$ cat config.mk
export PLATFORM = sky130hd
export DESIGN_NAME = efb_wb_master
export DESIGN_NICKNAME = d
export VERILOG_FILES = /design/src/rtl/efb_wb_pkg.sv /design/src/rtl/efb_wb_timeout.sv /design/src/rtl/efb_wb_master.sv
export SDC_FILE = /design/constraint.sdc
export NUM_CORES = 1
export LEC_CHECK = 0
export ABC_AREA = 1
export ABC_CLOCK_PERIOD_IN_PS = 3300
export CAP_MARGIN = 10
export CORE_MARGIN = 10
export CORE_UTILIZATION = 34
export DETAILED_ROUTE_END_ITERATION = 7
export PLACE_DENSITY = 0.77
export SETUP_SLACK_MARGIN = 0.5
export SYNTH_ARGS = -nofsm -noshare
export SYNTH_HDL_FRONTEND = slang
export SYNTH_HIERARCHICAL = 1
export SYNTH_SLANG_ARGS = --single-unit
$ cat constraint.sdc
create_clock -name CLK -period 3.3 [get_ports CLK]
set_clock_uncertainty 0.1 [all_clocks]
set_input_delay 0.825 -clock CLK [delete_from_list [all_inputs] [get_ports CLK]]
set_output_delay 0.825 -clock CLK [all_outputs]
set_load 0.02 [all_outputs]
$ cat src/rtl/efb_wb_pkg.sv
// Shared definitions for the EFB Wishbone master: FSM state encoding and
// the EFB SPI register map.
package efb_wb_pkg;

  typedef enum logic [1:0] {
    ST_IDLE = 2'd0,
    ST_BUS  = 2'd1,
    ST_DONE = 2'd2
  } wb_state_e;

  localparam logic [7:0] SPICR0   = 8'h54;
  localparam logic [7:0] SPICR1   = 8'h55;
  localparam logic [7:0] SPICR2   = 8'h56;
  localparam logic [7:0] SPIBR    = 8'h57;
  localparam logic [7:0] SPICSR   = 8'h58;
  localparam logic [7:0] SPITXDR  = 8'h59;
  localparam logic [7:0] SPISR    = 8'h5A;
  localparam logic [7:0] SPIRXDR  = 8'h5B;
  localparam logic [7:0] SPIIRQ   = 8'h5C;
  localparam logic [7:0] SPIIRQEN = 8'h5D;

endpackage

$ cat src/rtl/efb_wb_timeout.sv
// Bus-cycle watchdog: counts BUS cycles without ack and flags the last one
// before the master must abort.
module efb_wb_timeout #(
  parameter int TIMEOUT = 64
) (
  input  logic clk,
  input  logic rst_n,
  input  logic run,
  input  logic ack,
  output logic expired
);

  localparam logic [7:0] TERMINAL = 8'(TIMEOUT - 1);

  logic [7:0] count;

  // Held at zero outside BUS so every transaction starts from a clean count.
  always_ff @(posedge clk or negedge rst_n) begin
    if (!rst_n) begin
      count <= 8'd0;
    end else if (!run) begin
      count <= 8'd0;
    end else if (!ack) begin
      count <= count + 8'd1;
    end
  end

  // An ack in the terminal cycle wins over the abort.
  assign expired = run & ~ack & (count == TERMINAL);

endmodule

$ cat src/rtl/efb_wb_master.sv
// Single-transaction Wishbone master for the EFB register file.
// Optional bus timeout is built when EFB_WB_TIMEOUT_EN is defined.
module efb_wb_master
  import efb_wb_pkg::*;
#(
  parameter int TIMEOUT = 64
) (
  input  logic       CLK,
  input  logic       RST_N,
  input  logic       REQ_VALID,
  output logic       REQ_READY,
  input  logic       REQ_WE,
  input  logic [7:0] REQ_ADR,
  input  logic [7:0] REQ_DAT,
  output logic       RSP_VALID,
  output logic [7:0] RSP_DAT,
  output logic       RSP_ERR,
  output logic       WB_CYC_O,
  output logic       WB_STB_O,
  output logic       WB_WE_O,
  output logic [7:0] WB_ADR_O,
  output logic [7:0] WB_DAT_O,
  input  logic [7:0] WB_DAT_I,
  input  logic       WB_ACK_I,
  output logic [1:0] dbg_state
);

  // Handshake: a request transfers on a rising edge where REQ_VALID and
  // REQ_READY are both 1; REQ_READY is only offered in IDLE.
  wb_state_e  state, next_state;
  logic       live;
  logic       in_bus;
  logic       timeout_hit;
  logic       handshake;
  logic       we_q;
  logic [7:0] adr_q;
  logic [7:0] dat_q;
  logic [7:0] rdat_q;
  logic       err_q;

`ifdef EFB_WB_TIMEOUT_EN
  efb_wb_timeout #(.TIMEOUT(TIMEOUT)) u_timeout (
    .clk     (CLK),
    .rst_n   (RST_N),
    .run     (in_bus),
    .ack     (WB_ACK_I),
    .expired (timeout_hit)
  );
`else
  assign timeout_hit = 1'b0;
`endif

  // Keeps REQ_READY low until the first edge after reset release.
  always_ff @(posedge CLK or negedge RST_N) begin
    if (!RST_N) live <= 1'b0;
    else        live <= 1'b1;
  end

  always_ff @(posedge CLK or negedge RST_N) begin
    if (!RST_N) state <= ST_IDLE;
    else        state <= next_state;
  end

  always_comb begin
    next_state = state;
    REQ_READY  = 1'b0;
    in_bus     = 1'b0;
    RSP_VALID  = 1'b0;
    case (state)
      ST_IDLE: begin
        REQ_READY = live;
        if (REQ_VALID && live) next_state = ST_BUS;
      end
      ST_BUS: begin
        in_bus = 1'b1;
        if (WB_ACK_I || timeout_hit) next_state = ST_DONE;
      end
      ST_DONE: begin
        RSP_VALID  = 1'b1;
        next_state = ST_IDLE;
      end
      default: next_state = ST_IDLE;
    endcase
  end

  assign handshake = REQ_READY & REQ_VALID;

  always_ff @(posedge CLK or negedge RST_N) begin
    if (!RST_N) begin
      we_q   <= 1'b0;
      adr_q  <= 8'd0;
      dat_q  <= 8'd0;
      rdat_q <= 8'd0;
      err_q  <= 1'b0;
    end else begin
      if (handshake) begin
        we_q  <= REQ_WE;
        adr_q <= REQ_ADR;
        dat_q <= REQ_DAT;
      end
      if (in_bus && (WB_ACK_I || timeout_hit)) begin
        rdat_q <= (WB_ACK_I && !we_q) ? WB_DAT_I : 8'd0;
        err_q  <= ~WB_ACK_I;
      end
    end
  end

  // Bus qualifiers decode straight from state so reset drops them with no edge.
  assign WB_CYC_O  = in_bus;
  assign WB_STB_O  = in_bus;
  assign WB_WE_O   = in_bus & we_q;
  assign WB_ADR_O  = in_bus ? adr_q : 8'd0;
  assign WB_DAT_O  = in_bus ? dat_q : 8'd0;
  assign RSP_DAT   = RSP_VALID ? rdat_q : 8'd0;
`ifdef EFB_WB_TIMEOUT_EN
  assign RSP_ERR   = RSP_VALID & err_q;
`else
  assign RSP_ERR   = 1'b0;
`endif
  assign dbg_state = state;

endmodule

==> metrics.md <==
| Metric | Value |
|---|---|
| Final cell count without fillers | 300 |
| Nets | 280 |
| Final setup viols | 0 |
| Setup crit start | dbg_state[1] |
| Area Overhead vs Synth | 49.08% |
| Global route overflow | 0 |
| First-pass GRT wire length | 6.396 mm |
| Critical Path AT | 1.76 ns |
| Post-synthesis cell area | 0.001428 sq mm |
| Max Fanout on Critical Path | 19 |
| Crit-path cells | inv_1 -> nand2_4 -> nor2_1 -> clkdlybuf4s50_1 |
| Yosys warnings | 6 |
| Hold crit path type | reg -> reg |
| Top cells by area, synth | dfrtp_1 (49%), nand2_1 (16%), inv_1 (9.7%), nor2_1 (8.9%), nand4_1 (7.4%) |
| Crit path to | WB_ADR_O[0] |
| Setup ws final | 0.6157 ns |
| Leakage | 1.255 nW |
| Port Buffers | 59 |
| Pwr dens | 490.4 mW/mm^2 |
| Max stage delay on crit path | 0.62 ns |
| WS Path Type | reg -> out |
| Sequential area share after synthesis | 49.08% |
| Clk root buf | clkbuf_8 |
| Mapped Nets | 223 |
| CP max stage cell | clkdlybuf4s50_1 |
| R2r worst-path depth | 4 |
| Total I/O pin count | 61 |
| Met2 Usage GRT | 17.36% |
| RePlAce Congestion | 0.7256 |
| CTS tree | done |
| Storage element area | 700.7 sq um |
| FMAX | 372.5 MHz |
| H-tree levels | 1 |
| Multi-input gate area | 530.5 sq um |
| Most frequent cells in the layout | nand2_1 (60), clkdlybuf4s50_1 (48), inv_1 (37) |
| GRT busiest layer | met2 |
| Max-slew violations | 0 |
| Critical Path RT | 2.37 ns |
| Final TNS setup | 0 ns |
| WHS | 0.3742 ns |
| Number of hold buffers added after CTS | 0 |
| Setup bufs post-CTS | 0 |
| Vias/cell | 4.490 |
| Core ar. | 0.004029 sq mm |
| #FFs+latches synth | 28 |
| Post-synth top area cell | dfrtp_1 |
| Setup crit end kind | output port |
| Initial antenna violation count | 0 |
| DR pass1 iterations | 4 |
| Simple-Gate Fraction of Synth Area | 35.93% |
| Drt drc | 0 |
| RR Startpoint | dbg_state[1] |
| Synth unique cells | 15 |
| GRT met3 Usage | 3.768% |
| Maximum clock insertion buffer count | 2 |
| # clock sinks | 28 |
| RSZ-0062 raised after global routing | no |
| Fillers | 399 |
| Synth Area in Compound Gates | 0.3506% |
| Worst-skew pair later-pin latency | 0.27 ns |
| Syn avg cell area | 7.359 sq um |
| ANT nets after route | 0 |
| Share of the synthesized area in the top cell type | 49.08% |
| Reg2reg end | dat_q[4] |
| N_diodes | 0 |
| Pre-CTS setup slack | 0.7660 ns |
| Worst vdd ir | 0.2133 mV |
| Placed insts | 296 |
| Total of max-cap violations | 0 |
| Gr usage total | 10.29% |
| Met1 usage | 11.75% |
| Share of cells above drive strength 1 | 4.400% |
| Status | completed |
| DRT Wirelength | 3.666 mm |
| Row cnt | 23 |
| Fin. Hold Viols | 0 |
| Final worst-path cycle share | 81.34% |
| Clock transition at the registers of the reported paths | 0.09 ns |
| DIE HEIGHT | 84.80 um |
| Largest net degree at the start of global routing | 29 |
| Die area | 0.007191 sq mm |
| R2r setup slk | 1.76 ns |
| Post-Syn Instances | 194 |
| Die W | 84.80 um |
| CP Launch Type | flop |
| Minimum clock period | 2.684 ns |
| Post-detail-place hpwl | 2.779 mm |
| Post-synthesis adder-cell area fraction | 0% |
| Via count | 1347 |
| Post-synthesis mux area share | 0% |
| Initial DRC Count | 48 |
| Power, Total | 1.044 mW |
| Number of global-route vias before repair | 1407 |
| Routed len/inst | 12.22 um |
| Cts bufs inserted | 3 |
| Largest family of logic cells by synthesized area | simple AND/OR/NAND/NOR gates |
| Initial core utilization | 35.43% |
| Xor/xnor share of the synthesized area | 0% |
| Most common cell after layout, fill and taps aside | nand2_1 |
==> worst min-delay path by stage <==
stage | start | end | slack, ns | depth (start not counted)
after detailed placement | dat_q[0] | dat_q[0] | 0.36 | 2
final | dat_q[2] | dat_q[2] | 0.37 | 2
after global routing | rdat_q[7] | rdat_q[7] | 0.41 | 2
after CTS | dat_q[0] | dat_q[0] | 0.38 | 2
after floorplan | adr_q[0] | adr_q[0] | 0.34 | 2
after global placement | dat_q[0] | dat_q[0] | 0.36 | 2
==> layer usage <==
| metal | vias up | share of wire (%) |
|---|---|---|
| met3 | 6 | 8.7 |
| met4 | 0 | 1.4 |
| met2 | 42 | 47 |
| met5 | - | 0 |
| li1 | 680 | - |
| met1 | 619 | 43 |
==> power breakdown <==
| group | switching (mW) | total (mW) | internal (mW) |
|---|---|---|---|
| sequential | 0.0590 | 0.490 | 0.431 |
| combinational | 0.192 | 0.346 | 0.154 |
| clock | 0.101 | 0.207 | 0.107 |
==> synth_stat cells <==
library cell and count:
nor2_1 34, buf_4 3, o21ai_0 1, clkbuf_1 1
buf_6 1, nor3b_1 1, nand2_2 1, nand2_1 60
dfrtp_1 28, inv_1 37, nor2_4 2, nand4_1 17
buf_2 5, nand3_4 1, conb_1 2
==> layout make-up <==
| type | count | area share (%) |
|---|---|---|
| Timing Repair Buffer | 62 | 30.10 |
| Tap cell | 50 | 2.939 |
| Inverter | 37 | 6.526 |
| Multi-Input combinational cell | 119 | 24.93 |
| Clock buffer | 4 | 2.587 |
| Sequential cell | 28 | 32.92 |
==> what timing repair did <==
| item | CTS | global route |
|---|---|---|
| endpoints found under the hold margin | 0 | 0 |
| resized for setup | 1 | 11 |
| endpoints found under the setup margin | 17 | 11 |
==> per-stage QoR <==
stage | util, % | cell area, sq um
after CTS | 52.14 | 2101
after detailed placement | 50.65 | 2041
after global routing | 52.83 | 2128
final | 52.83 | 2128
after global placement | 50.65 | 2041
after floorplan | - | 1428
==> worst max-delay path: cells and delay by family (launching register included) <==
kind | cells | cell delay (ns)
flip-flops | 1 | 0.46
buffers and inverters | 2 | 0.74
AND/OR/NAND/NOR | 2 | 0.29
==> state kept, by name (all words and copies together), names as in the netlist <==
| register | count |
|---|---|
| live | 1 |
| adr_q | 8 |
| rdat_q | 8 |
| dbg_state | 2 |
| we_q | 1 |
| dat_q | 8 |
==> cell families after synthesis <==
group	Yosys count
AND/OR/NAND/NOR	116
flip-flops	28
AO/OA/AOI/OAI	1
other	2
buffers and inverters	47
Note: power is estimated with default switching activity, not from simulation.
